`config.mk`:
```
export PLATFORM = sky130hd
export DESIGN_NAME = sp_ram_burst_reader
export DESIGN_NICKNAME = d
export VERILOG_FILES = /design/src/rtl/sp_ram_pkg.sv /design/src/rtl/sp_ram_fifo2.sv /design/src/rtl/sp_ram_burst_reader.sv
export SDC_FILE = /design/constraint.sdc
export NUM_CORES = 1
export LEC_CHECK = 0
export CAP_MARGIN = 20
export CORE_MARGIN = 3
export CORE_UTILIZATION = 25
export CTS_CLUSTER_SIZE = 40
export DETAILED_ROUTE_END_ITERATION = 8
export SLEW_MARGIN = 0
export SYNTH_ARGS = -nofsm -noshare
export SYNTH_HDL_FRONTEND = slang
export SYNTH_HIERARCHICAL = 1
export SYNTH_SLANG_ARGS = --single-unit
export TNS_END_PERCENT = 100
```
`constraint.sdc`:
```
create_clock -name clka -period 7.4 [get_ports clka]
set_input_delay 1.48 -clock clka [delete_from_list [all_inputs] [get_ports clka]]
set_output_delay 1.48 -clock clka [all_outputs]
set_load 0.03 [all_outputs]
```
`src/rtl/sp_ram_pkg.sv`:
```
// Shared constants and state encoding for the 1024 x 72 single-port RAM
// masters (burst reader now, burst writer later).
package sp_ram_pkg;

   localparam int ADDR_W = 10;
   localparam int DATA_W = 72;
   localparam int LEN_W  = ADDR_W + 1;

   // Raw state codes, kept for code that compares against plain vectors
   localparam logic [1:0] ST_IDLE  = 2'd0;
   localparam logic [1:0] ST_READ  = 2'd1;
   localparam logic [1:0] ST_DRAIN = 2'd2;

   typedef enum logic [1:0] {
      IDLE  = ST_IDLE,
      READ  = ST_READ,
      DRAIN = ST_DRAIN
   } state_t;

endpackage

```
`src/rtl/sp_ram_fifo2.sv`:
```
// Two-entry synchronous FIFO. The head entry is always visible on pop_data,
// so the consumer sees a word in the same cycle it becomes valid.
module sp_ram_fifo2 #(
   parameter int W = 73
) (
   input  logic         clka,
   input  logic         rsta,
   input  logic         push,
   input  logic [W-1:0] push_data,
   input  logic         pop,
   output logic [W-1:0] pop_data,
   output logic [1:0]   occ
);

   logic [W-1:0] mem_reg [2];
   logic         wr_ptr_reg;
   logic         rd_ptr_reg;
   logic [1:0]   occ_reg;

   // Storage, pointers and occupancy; reset clears contents so the output reads zero
   always_ff @(posedge clka) begin
      if (rsta) begin
         for (int i = 0; i < 2; i++) begin
            mem_reg[i] <= '0;
         end
         wr_ptr_reg <= 1'b0;
         rd_ptr_reg <= 1'b0;
         occ_reg    <= 2'd0;
      end else begin
         if (push) begin
            mem_reg[wr_ptr_reg] <= push_data;
            wr_ptr_reg          <= ~wr_ptr_reg;
         end
         if (pop) begin
            rd_ptr_reg <= ~rd_ptr_reg;
         end
         occ_reg <= occ_reg + {1'b0, push} - {1'b0, pop};
      end
   end

   assign pop_data = mem_reg[rd_ptr_reg];
   assign occ      = occ_reg;

endmodule

```
`src/rtl/sp_ram_burst_reader.sv`:
```
// Burst read master: turns a (base, length) command into sequential RAM reads,
// absorbs the one-cycle RAM read latency and presents the words as a
// valid/ready stream with a last marker. Issue is credit-limited so the
// two-entry output FIFO can never overflow under any backpressure.
module sp_ram_burst_reader
   import sp_ram_pkg::*;
(
   input  logic              clka,
   input  logic              rsta,
   input  logic              cmd_valid,
   output logic              cmd_ready,
   input  logic [ADDR_W-1:0] cmd_base,
   input  logic [LEN_W-1:0]  cmd_len,
   output logic [ADDR_W-1:0] ram_addr,
   input  logic [DATA_W-1:0] ram_dout,
   output logic              m_valid,
   input  logic              m_ready,
   output logic [DATA_W-1:0] m_data,
   output logic              m_last,
   output logic              busy,
   output logic              done
);

   state_t            state_reg;
   logic [ADDR_W-1:0] addr_reg;
   logic [ADDR_W-1:0] ram_addr_reg;
   logic [LEN_W-1:0]  remaining_reg;
   logic              inflight_reg;
   logic              inflight_last_reg;
   logic              done_reg;

   logic [1:0]        fifo_occ;
   logic [DATA_W:0]   fifo_dout;
   logic              pop;
   logic              issue;
   logic              cmd_fire;
   logic [2:0]        credit_used;

   assign m_valid = (fifo_occ != 2'd0);
   assign m_data  = fifo_dout[DATA_W-1:0];
   assign m_last  = m_valid & fifo_dout[DATA_W];
   assign pop     = m_valid & m_ready;

   // Words that will occupy the FIFO once this cycle's pop and the pending
   // capture settle; a new read may only start if that leaves a free slot.
   assign credit_used = {1'b0, fifo_occ} + {2'b00, inflight_reg} - {2'b00, pop};
   assign issue       = (state_reg == READ) && (credit_used < 3'd2);

   assign cmd_ready = (state_reg == IDLE) && !rsta;
   assign cmd_fire  = cmd_valid & cmd_ready;
   assign busy      = (state_reg != IDLE);
   assign done      = done_reg;

   // The address goes to the RAM in the issue cycle itself; otherwise it holds
   assign ram_addr = issue ? addr_reg : ram_addr_reg;

   // Burst FSM, address/length counters and the one-deep read-in-flight tracker
   always_ff @(posedge clka) begin
      if (rsta) begin
         state_reg         <= IDLE;
         addr_reg          <= '0;
         ram_addr_reg      <= '0;
         remaining_reg     <= '0;
         inflight_reg      <= 1'b0;
         inflight_last_reg <= 1'b0;
         done_reg          <= 1'b0;
      end else begin
         done_reg          <= 1'b0;
         ram_addr_reg      <= ram_addr;
         inflight_reg      <= issue;
         inflight_last_reg <= issue && (remaining_reg == LEN_W'(1));
         case (state_reg)
            IDLE: begin
               if (cmd_fire) begin
                  if (cmd_len != '0) begin
                     addr_reg      <= cmd_base;
                     remaining_reg <= cmd_len;
                     state_reg     <= READ;
                  end else begin
                     // Empty burst completes immediately without touching the RAM
                     done_reg <= 1'b1;
                  end
               end
            end
            READ: begin
               if (issue) begin
                  addr_reg      <= addr_reg + ADDR_W'(1);
                  remaining_reg <= remaining_reg - LEN_W'(1);
                  if (remaining_reg == LEN_W'(1)) begin
                     state_reg <= DRAIN;
                  end
               end
            end
            DRAIN: begin
               if (pop && m_last) begin
                  state_reg <= IDLE;
                  done_reg  <= 1'b1;
               end
            end
            default: state_reg <= IDLE;
         endcase
      end
   end

   // Read data arrives one cycle after issue and is tagged with the last flag
   sp_ram_fifo2 #(
      .W(DATA_W + 1)
   ) u_fifo (
      .clka      (clka),
      .rsta      (rsta),
      .push      (inflight_reg),
      .push_data ({inflight_last_reg, ram_dout}),
      .pop       (pop),
      .pop_data  (fifo_dout),
      .occ       (fifo_occ)
   );

endmodule
```
Yosys cells after proc, flatten, opt, wreduce, memory -nomap -nowiden --
Memory sizes are Yosys's and may differ from the RTL's. A register that Yosys moved wholly into a read port is not among the register bits. Cells that the tools add are included.
Cells by class: add/subtract/negate cells 6, $lt $le $gt $ge 1, equal/unequal tests 8, multiplexer cells 29, bitwise operators 5, reduce and logical (&&, ||, !) cells 13
Operators by type and width (count):
- $mux 73 | 1
- $reduce_or 73->1 | 1
- $mux 10 | 4
- $mux 11 | 3
- $pmux 11 s2 | 1
- $pmux 10 s2 | 1
- $mux 1 | 12
- $eq 11x1->1 const B | 1
- $reduce_bool 11->1 | 1
- $sub 11x1->11 const B | 1
- $add 10x1->10 const B | 1
- $mux 2 | 5
- $ne 2x2->1 const B | 3
- $pmux 2 s3 | 1
- $reduce_bool 2->1 | 3
- $reduce_and 5->1 | 1
- $logic_and 1x1->1 | 4
- $ne 2x1->1 const B | 2
- $reduce_and 4->1 | 1
- $add 2x1->3 | 1
- $and 1x1->1 | 3
- $lt 3x2->1 const B | 1
- $sub 3x1->3 | 1
- $add 2x1->2 | 1
- other kinds (7) | 8
Word-level totals: register bits 40, memory bits (writable) 146, input bits 97, output and inout bits 87, word-level logic and storage cells 73, memories 1
Memories:
- u_fifo.mem_reg | words 2, width 73, rd ports 1, clocked after Yosys merged registers in 1, write ports 2, RTL line sp_ram_fifo2.sv:15 | logic [W-1:0] mem_reg [2];

Depth between registers and ports, before layout --
Gate-level depths: netlist (run 1).
depth in word-level cells 7, mapped depth 11, gate-level depth less buffers 9

Hierarchy --
Netlist (run 1), hierarchy kept.
Modules (own cells, without submodules):
- sp_ram_fifo2 | times used 1, cells an instance 491, area each 6944.2 um^2, sequential area each 4484.3 um^2
- sp_ram_burst_reader | times used 1, cells an instance 251, area each 2110.8 um^2, sequential area each 720.7 um^2

Worst setup path before layout (run 1) --
OpenSTA, ideal clock, no wires.
kind input to output, from in m_ready, to out ram_addr[1], arrival time 3.524 ns, data required time 5.920 ns, setup slack 2.396 ns, cell stages on the path 8, path buffers 1, cells stage by stage and2_1 ha_1 nand2b_1 fa_1 xnor2_1 nand3_1 buf_1 mux2_2
Between the ends: cells in the longest elaborated chain, start to end 5
Ends and longest elaborated chain:
- from (decl) | RTL line sp_ram_burst_reader.sv:17 | input logic m_ready,
- $and 1x1->1 | RTL line sp_ram_burst_reader.sv:42 | assign pop = m_valid & m_ready;
- $sub 3x1->3 | RTL line sp_ram_burst_reader.sv:46 | assign credit_used = {1'b0, fifo_occ} + {2'b00, inflight_reg} - {2'b00, pop};
- $lt 3x2->1 | RTL line sp_ram_burst_reader.sv:47 | assign issue = (state_reg == READ) && (credit_used < 3'd2);
- $logic_and 1x1->1 | RTL line sp_ram_burst_reader.sv:47
- $mux 10 | RTL line sp_ram_burst_reader.sv:55 | assign ram_addr = issue ? addr_reg : ram_addr_reg;
- to (decl) | RTL line sp_ram_burst_reader.sv:14 | output logic [ADDR_W-1:0] ram_addr,
Every way passes these cells.

Worst setup path after layout (run 1) --
from in m_ready, to out ram_addr[8]
Between the ends: cells in the longest elaborated chain, start to end 5
Ends and longest elaborated chain:
- $and 1x1->1 | RTL line sp_ram_burst_reader.sv:42
- net pop | RTL line sp_ram_burst_reader.sv:34 | logic pop;
- $sub 3x1->3 | RTL line sp_ram_burst_reader.sv:46
- $lt 3x2->1 | RTL line sp_ram_burst_reader.sv:47
- $logic_and 1x1->1 | RTL line sp_ram_burst_reader.sv:47
- $mux 10 | RTL line sp_ram_burst_reader.sv:55
The timed path passes the listed nets, and every way through them passes these cells.

==> flow_summary.json, run 1 <==
{
  "nets": 1001,
  "cts_buffer_depth": 2,
  "period_minus_slack_ps": 6230,
  "synth_edf_count": 146,
  "synth_top_area_share_pct": 48.4,
  "rsz0062_at_grt": "false",
  "cts_buffers": 17,
  "syn_inst": 742,
  "cts_tree": "done",
  "hold_viol": 0,
  "hold_path_class": "flip-flop to flip-flop",
  "setup_tns_ps": 0,
  "clk_latency_ps": 430,
  "routedWlPerCell_um": 16.2,
  "slew_viol_final": 0,
  "grt-ovfl-total": 0,
  "routed_wl_mm": 22.2,
  "syn_avg_cell_area_sq_um": 12.2,
  "ios": 184,
  "synth_area_sq_mm": 0.00905,
  "h-tree-depth": 4,
  "drc_errors": 0,
  "vdd_ir_drop_max_v": 0.000160,
  "root_buffer": "clkbuf_16",
  "grt_pass1_wl_mm": 34.2,
  "cp_slowest_cell": "clkdlybuf4s50_1",
  "vias": 6117,
  "grt_max_degree": 76,
  "grt_usage_pct": 11.4,
  "power_density_mw_per_mm2": 330,
  "fp.dieArea_sq_mm": 0.0385,
  "startpoint": "m_ready",
  "worstRegToRegCells": 10,
  "endpoint": "ram_addr[8]",
  "status": "finished, final reports clean",
  "antenna_cells": 0,
  "setup_viol": 0,
  "routabilityCongestion": 0.828,
  "dr.pass1.iters": 4,
  "fin_hold_ws_ps": 511,
  "synth_fp_nets": 846,
  "path_cells": "clkdlybuf4s50_1 -> and2_1 -> ha_1 -> nand2b_1 -> fa_1 -> xnor2_1 -> nand3_1 -> mux2_2 -> clkdlybuf4s50_1",
  "io_buffers": 183,
  "synth_area_leaders": "edfxtp_1 (48%), mux2_4 (12%), dfxtp_1 (9.1%), nor2_1 (6.6%), nand2b_1 (5.5%)",
  "synth_async_sr_flop_share_pct": 0,
  "ys_types": 54,
  "slowest_delay_ps": 680,
  "layout_common_cells": "clkdlybuf4s50_1 (182), nor2_1 (160), edfxtp_1 (146)",
  "area_growth_pct": 30.1,
  "required_ps": 5920,
  "p_leak_uw": 0.00414,
  "start_util_pct": 25.4,
  "cts.clk_slew.worst_paths_ps": 80,
  "cpMostUsedCell": "clkdlybuf4s50_1",
  "first_iter_violations": 310,
  "cp-end-kind": "primary output",
  "yosysWarnings": 6,
  "crit_type": "primary input to primary output",
  "cp_data_arrival_time_ps": 4750,
  "r2r_slack_ps": 3970,
  "drt-vias-per-instance": 4.46,
  "start_kind": "primary input",
  "worst_slew_pin_slew_ps": 1030,
  "grt_pass1_vias": 6282,
  "max-cap-violations": 0,
  "die_w_um": 196,
  "fmaxAchievable_mhz": 161,
  "reg2reg_to": "addr_reg[7]$_SDFFE_PP0P_",
  "antenna_found_initial": 1,
  "period_share_pct": 84.1,
  "dp_hpwl_mm": 13.8,
  "largest_reg_flops": 146,
  "crit_fanout": 12,
  "synth.yosys.seq_area_share_pct": 57.5,
  "synth_ff_type": "edfxtp_1",
  "r2r-start": "u_fifo/occ[1]$_SDFF_PP0_",
  "ant_nets": 0,
  "cts_hold_buf": 0,
  "die_h_um": 196,
  "synth-seq-cells": 187,
  "post_cts_resized": 0,
  "max-slew-margin-rel_pct": 31.2,
  "layout-drive-gt1-share_pct": 14.5,
  "synth.largest_area_cell": "edfxtp_1",
  "final_common_cell": "clkdlybuf4s50_1",
  "fin_worst_skew_ps": 11.0,
  "core_area_sq_mm": 0.0357,
  "rows": 69,
  "postCtsSetupRepairBufs": 0,
  "cts_sinks": 187
}
## layout make-up
cell class / count / area (sq um)
clock inverter: 13 / 165
tap: 461 / 577
fill: 3571 / 23900
timing repair buffer: 190 / 1880
sequential: 187 / 5210
clock buffer: 19 / 433
inverter: 11 / 41.3
multi-input combinational: 490 / 3480
## cell usage after synthesis (6+ instances only)
cell type  instances
clkbuf_1          23
dfxtp_1           41
and2_1            14
nand2_1           20
a21oi_1            9
nand3_1            8
nor4_1             9
inv_1             11
nor2_1           160
a31oi_1           10
mux2_2            13
edfxtp_1         146
mux2_4            70
buf_2             10
nand2b_1          80
o21ai_0            8
a211oi_1           7
buf_6             18
nor3_1             7
ha_1               6
## where the power goes
group / switching (uW) / internal (uW)
clock network: 407 / 534
registers: 145 / 1300
logic: 801 / 699
## how the worst min path moves through the flow
stage	slack (ps)	startpoint	depth (start not counted)	endpoint
after CTS	510	remaining_reg[9]$_SDFFE_PP0P_	2	remaining_reg[9]$_SDFFE_PP0P_
after detailed placement	500	remaining_reg[9]$_SDFFE_PP0P_	2	remaining_reg[9]$_SDFFE_PP0P_
after global placement	490	u_fifo/wr_ptr_reg$_SDFFE_PP0P_	2	u_fifo/wr_ptr_reg$_SDFFE_PP0P_
final	510	remaining_reg[9]$_SDFFE_PP0P_	2	remaining_reg[9]$_SDFFE_PP0P_
after global routing	540	u_fifo/wr_ptr_reg$_SDFFE_PP0P_	2	u_fifo/wr_ptr_reg$_SDFFE_PP0P_
after floorplan	460	u_fifo/wr_ptr_reg$_SDFFE_PP0P_	2	u_fifo/wr_ptr_reg$_SDFFE_PP0P_
## per-stage QoR
stage,power (uW),area (sq um),util (%),worst slack [ps],instances
CTS,3950,11800,33.0,1150,1371
floorplan,2490,9050,-,2400,742
global placement,2980,11200,31.4,1220,1339
detailed placement,2990,11200,31.4,1160,1339
finish,3890,11800,33.0,1170,1371
global route,4080,11800,33.0,1010,1371
## per-layer routing
layer | up-vias | global-route usage, % | routed length (um)
li1 | 2943 | - | -
met1 | 2965 | 14.6 | 9970
met2 | 191 | 18.7 | 10400
met3 | 18 | 3.09 | 1360
met4 | 0 | 3.72 | 410
met5 | - | 0 | 0
## critical path, delay by kind of cell
family,cells,cell delay (ps)
buffers and inverters,2,1170
and+or+nand+nor,3,820
adders and majority gates,2,660
xor gates and xnor gates,1,190
muxes,1,410
## cell families (layout without fill, tap and decap cells)
logic type | after synthesis | in the layout | share of synthesized area [%]
DFF | 187 | 187 | 57.5
and+or+nand+nor | 321 | 321 | 17.4
xor gates and xnor gates | 4 | 4 | 0.539
muxes | 84 | 84 | 13.3
adders and majority gates | 7 | 7 | 1.05
buffers and inverters | 65 | 233 | 4.32
AOI/OAI and AO/OA | 74 | 74 | 5.89
Note: power is estimated with default switching activity, not from simulation.
==> run 2: changes to the inputs <==
Clock period 7.4 ns to 6.02 ns, I/O delays scaled along.
==> run 2 against run 1 <==
  * Final area shrank 0.54%
  * Worst hold slack lost 4.3 ps
  * First-iteration DRC count grew 29%
  * Critical endpoint is now ram_addr[4]
  * Combinational power grew 23%
  * Highest routed layer unchanged
  * Global-route usage grew 0.29 points
  * Clock power grew 11%
  * Routed wire length grew 2.6%
==> flow_summary.json, run 2 (same netlist as run 1, synthesis figures left out) <==
{
  "period_minus_slack_ps": 5750,
  "layout-drive-gt1-share_pct": 14.2,
  "drt-vias-per-instance": 4.55,
  "cpMostUsedCell": "clkdlybuf4s50_1",
  "grt-ovfl-total": 0,
  "area_growth_pct": 29.4,
  "grt_usage_pct": 11.7,
  "cts_buffers": 17,
  "max-cap-violations": 0,
  "max-slew-margin-rel_pct": 32.1,
  "hp-start": "u_fifo/wr_ptr_reg$_SDFFE_PP0P_",
  "rsz0062_at_grt": "false",
  "core_area_sq_mm": 0.0357,
  "fin_worst_skew_ps": 11.6,
  "post_dp_cell_area_sq_mm": 0.0112,
  "cts_buffer_depth": 2,
  "postCtsSetupRepairBufs": 0,
  "worst_slew_pin_slew_ps": 1020,
  "register_area_sq_mm": 0.00521,
  "slew_viol_final": 0,
  "hold_path_class": "flip-flop to flip-flop",
  "cts_hold_buf": 0,
  "io_buffers": 183,
  "vias": 6240,
  "slowest_delay_ps": 670,
  "setup_tns_ps": 0,
  "ios": 184,
  "status": "finished, final reports clean",
  "post_cts_resized": 0,
  "power_uw": 4690,
  "final_area_sq_mm": 0.0117,
  "crit_buf_inv": 2,
  "antenna_found_initial": 1,
  "crit_fanout": 12,
  "fp.dieArea_sq_mm": 0.0385,
  "dr.pass1.iters": 5,
  "root_buffer": "clkbuf_16",
  "final.fill_count": 3625,
  "cp_slowest_cell": "clkdlybuf4s50_1",
  "start_util_pct": 25.4,
  "fin_hold_ws_ps": 507,
  "path_cells": "clkdlybuf4s50_1 -> and2_1 -> ha_1 -> nand2b_1 -> fa_1 -> xnor2_1 -> nand3_1 -> mux2_2 -> clkdlybuf4s50_1",
  "drc_errors": 0,
  "layout_common_cells": "clkdlybuf4s50_1 (182), nor2_1 (160), edfxtp_1 (146)",
  "crit_type": "primary input to primary output",
  "die_h_um": 196,
  "grt_pass1_vias": 6443,
  "grt_pass1_wl_mm": 35.2,
  "vdd_ir_drop_max_v": 0.000204,
  "rows": 69,
  "period_share_pct": 95.5,
  "power_density_mw_per_mm2": 400,
  "routed_wl_mm": 22.7,
  "startpoint": "m_ready",
  "crit_family": "buffers and inverters",
  "setup_viol": 0,
  "p_leak_uw": 0.00412,
  "final_common_cell": "clkdlybuf4s50_1",
  "fmaxAchievable_mhz": 174,
  "cp-end-kind": "primary output",
  "nets": 1001,
  "routabilityCongestion": 0.787,
  "antenna_cells": 0,
  "dp_hpwl_mm": 14.1,
  "final_core_util_pct": 32.9,
  "routedWlPerCell_um": 16.6,
  "grt_max_degree": 95,
  "largest_reg_flops": 146,
  "clk_latency_ps": 430,
  "required_ps": 4820,
  "cts.clk_slew.worst_paths_ps": 60,
  "die_w_um": 196,
  "h-tree-depth": 4,
  "r2r-start": "u_fifo/occ[1]$_SDFF_PP0_",
  "cp_data_arrival_time_ps": 4540,
  "cts_sinks": 187,
  "multi_input_area_sq_mm": 0.00348,
  "start_kind": "primary input",
  "ant_nets": 0,
  "first_iter_violations": 401,
  "hold_viol": 0,
  "cts_tree": "done"
}
==> run 2: changes by cell type in the layout (fill, tap and decap cells not counted) <==
cell | before | now
o21ai_0 | 7 | 8
bufinv_16 | 3 | 1
clkinvlp_4 | 6 | 2
clkinvlp_2 | 0 | 2
inv_6 | 3 | 2
o21ai_1 | 1 | 0
clkinv_4 | 0 | 2
clkbuf_1 | 2 | 4
==> run 2: stage by stage <==
stage | cells | setup slack, ps
finish | 1370 | 274
global route | 1370 | 77.7
CTS | 1370 | 278
detailed placement | 1339 | 299
global placement | 1339 | 319
floorplan | 742 | 1570
==> run 2: final timing paths <==
check | to | slack (ps) | cells after the start
worst max-delay path | ram_addr[4] | 270 | 9
worst min-delay path | u_fifo/wr_ptr_reg$_SDFFE_PP0P_ | 510 | 2
worst max register to register | remaining_reg[7]$_SDFFE_PP0P_ | 2310 | 9
worst min register to register | u_fifo/wr_ptr_reg$_SDFFE_PP0P_ | 510 | 2
==> run 2: routing by layer <==
layer	global-route usage, %	up-vias	wire [um]
li1	-	2935	-
met1	14.9	3087	10100
met2	19.6	200	10900
met3	3.01	18	1370
met4	3.46	0	307
met5	0	-	0
==> run 2: report_power, final <==
part	internal, uW	switching [uW]	total [uW]
combinational	864	989	1850
sequential	1600	185	1790
clock	568	476	1040
total	3040	1650	4690
==> run 2: layout make-up <==
| type | instances | area share [%] |
|---|---|---|
| multi-input combinational | 490 | 29.7 |
| clock buffer | 21 | 3.76 |
| clock inverter | 10 | 0.801 |
| timing repair buffer | 190 | 16.0 |
| sequential | 187 | 44.5 |
| tap | 461 | 4.92 |
| inverter | 11 | 0.352 |
==> run 2: worst min-delay path: cells and delay by family (launching register included) <==
kind	cells	cell delay, ps
AO/OA/AOI/OAI	1	60
flip-flops	1	330
AND/OR/NAND/NOR	1	70
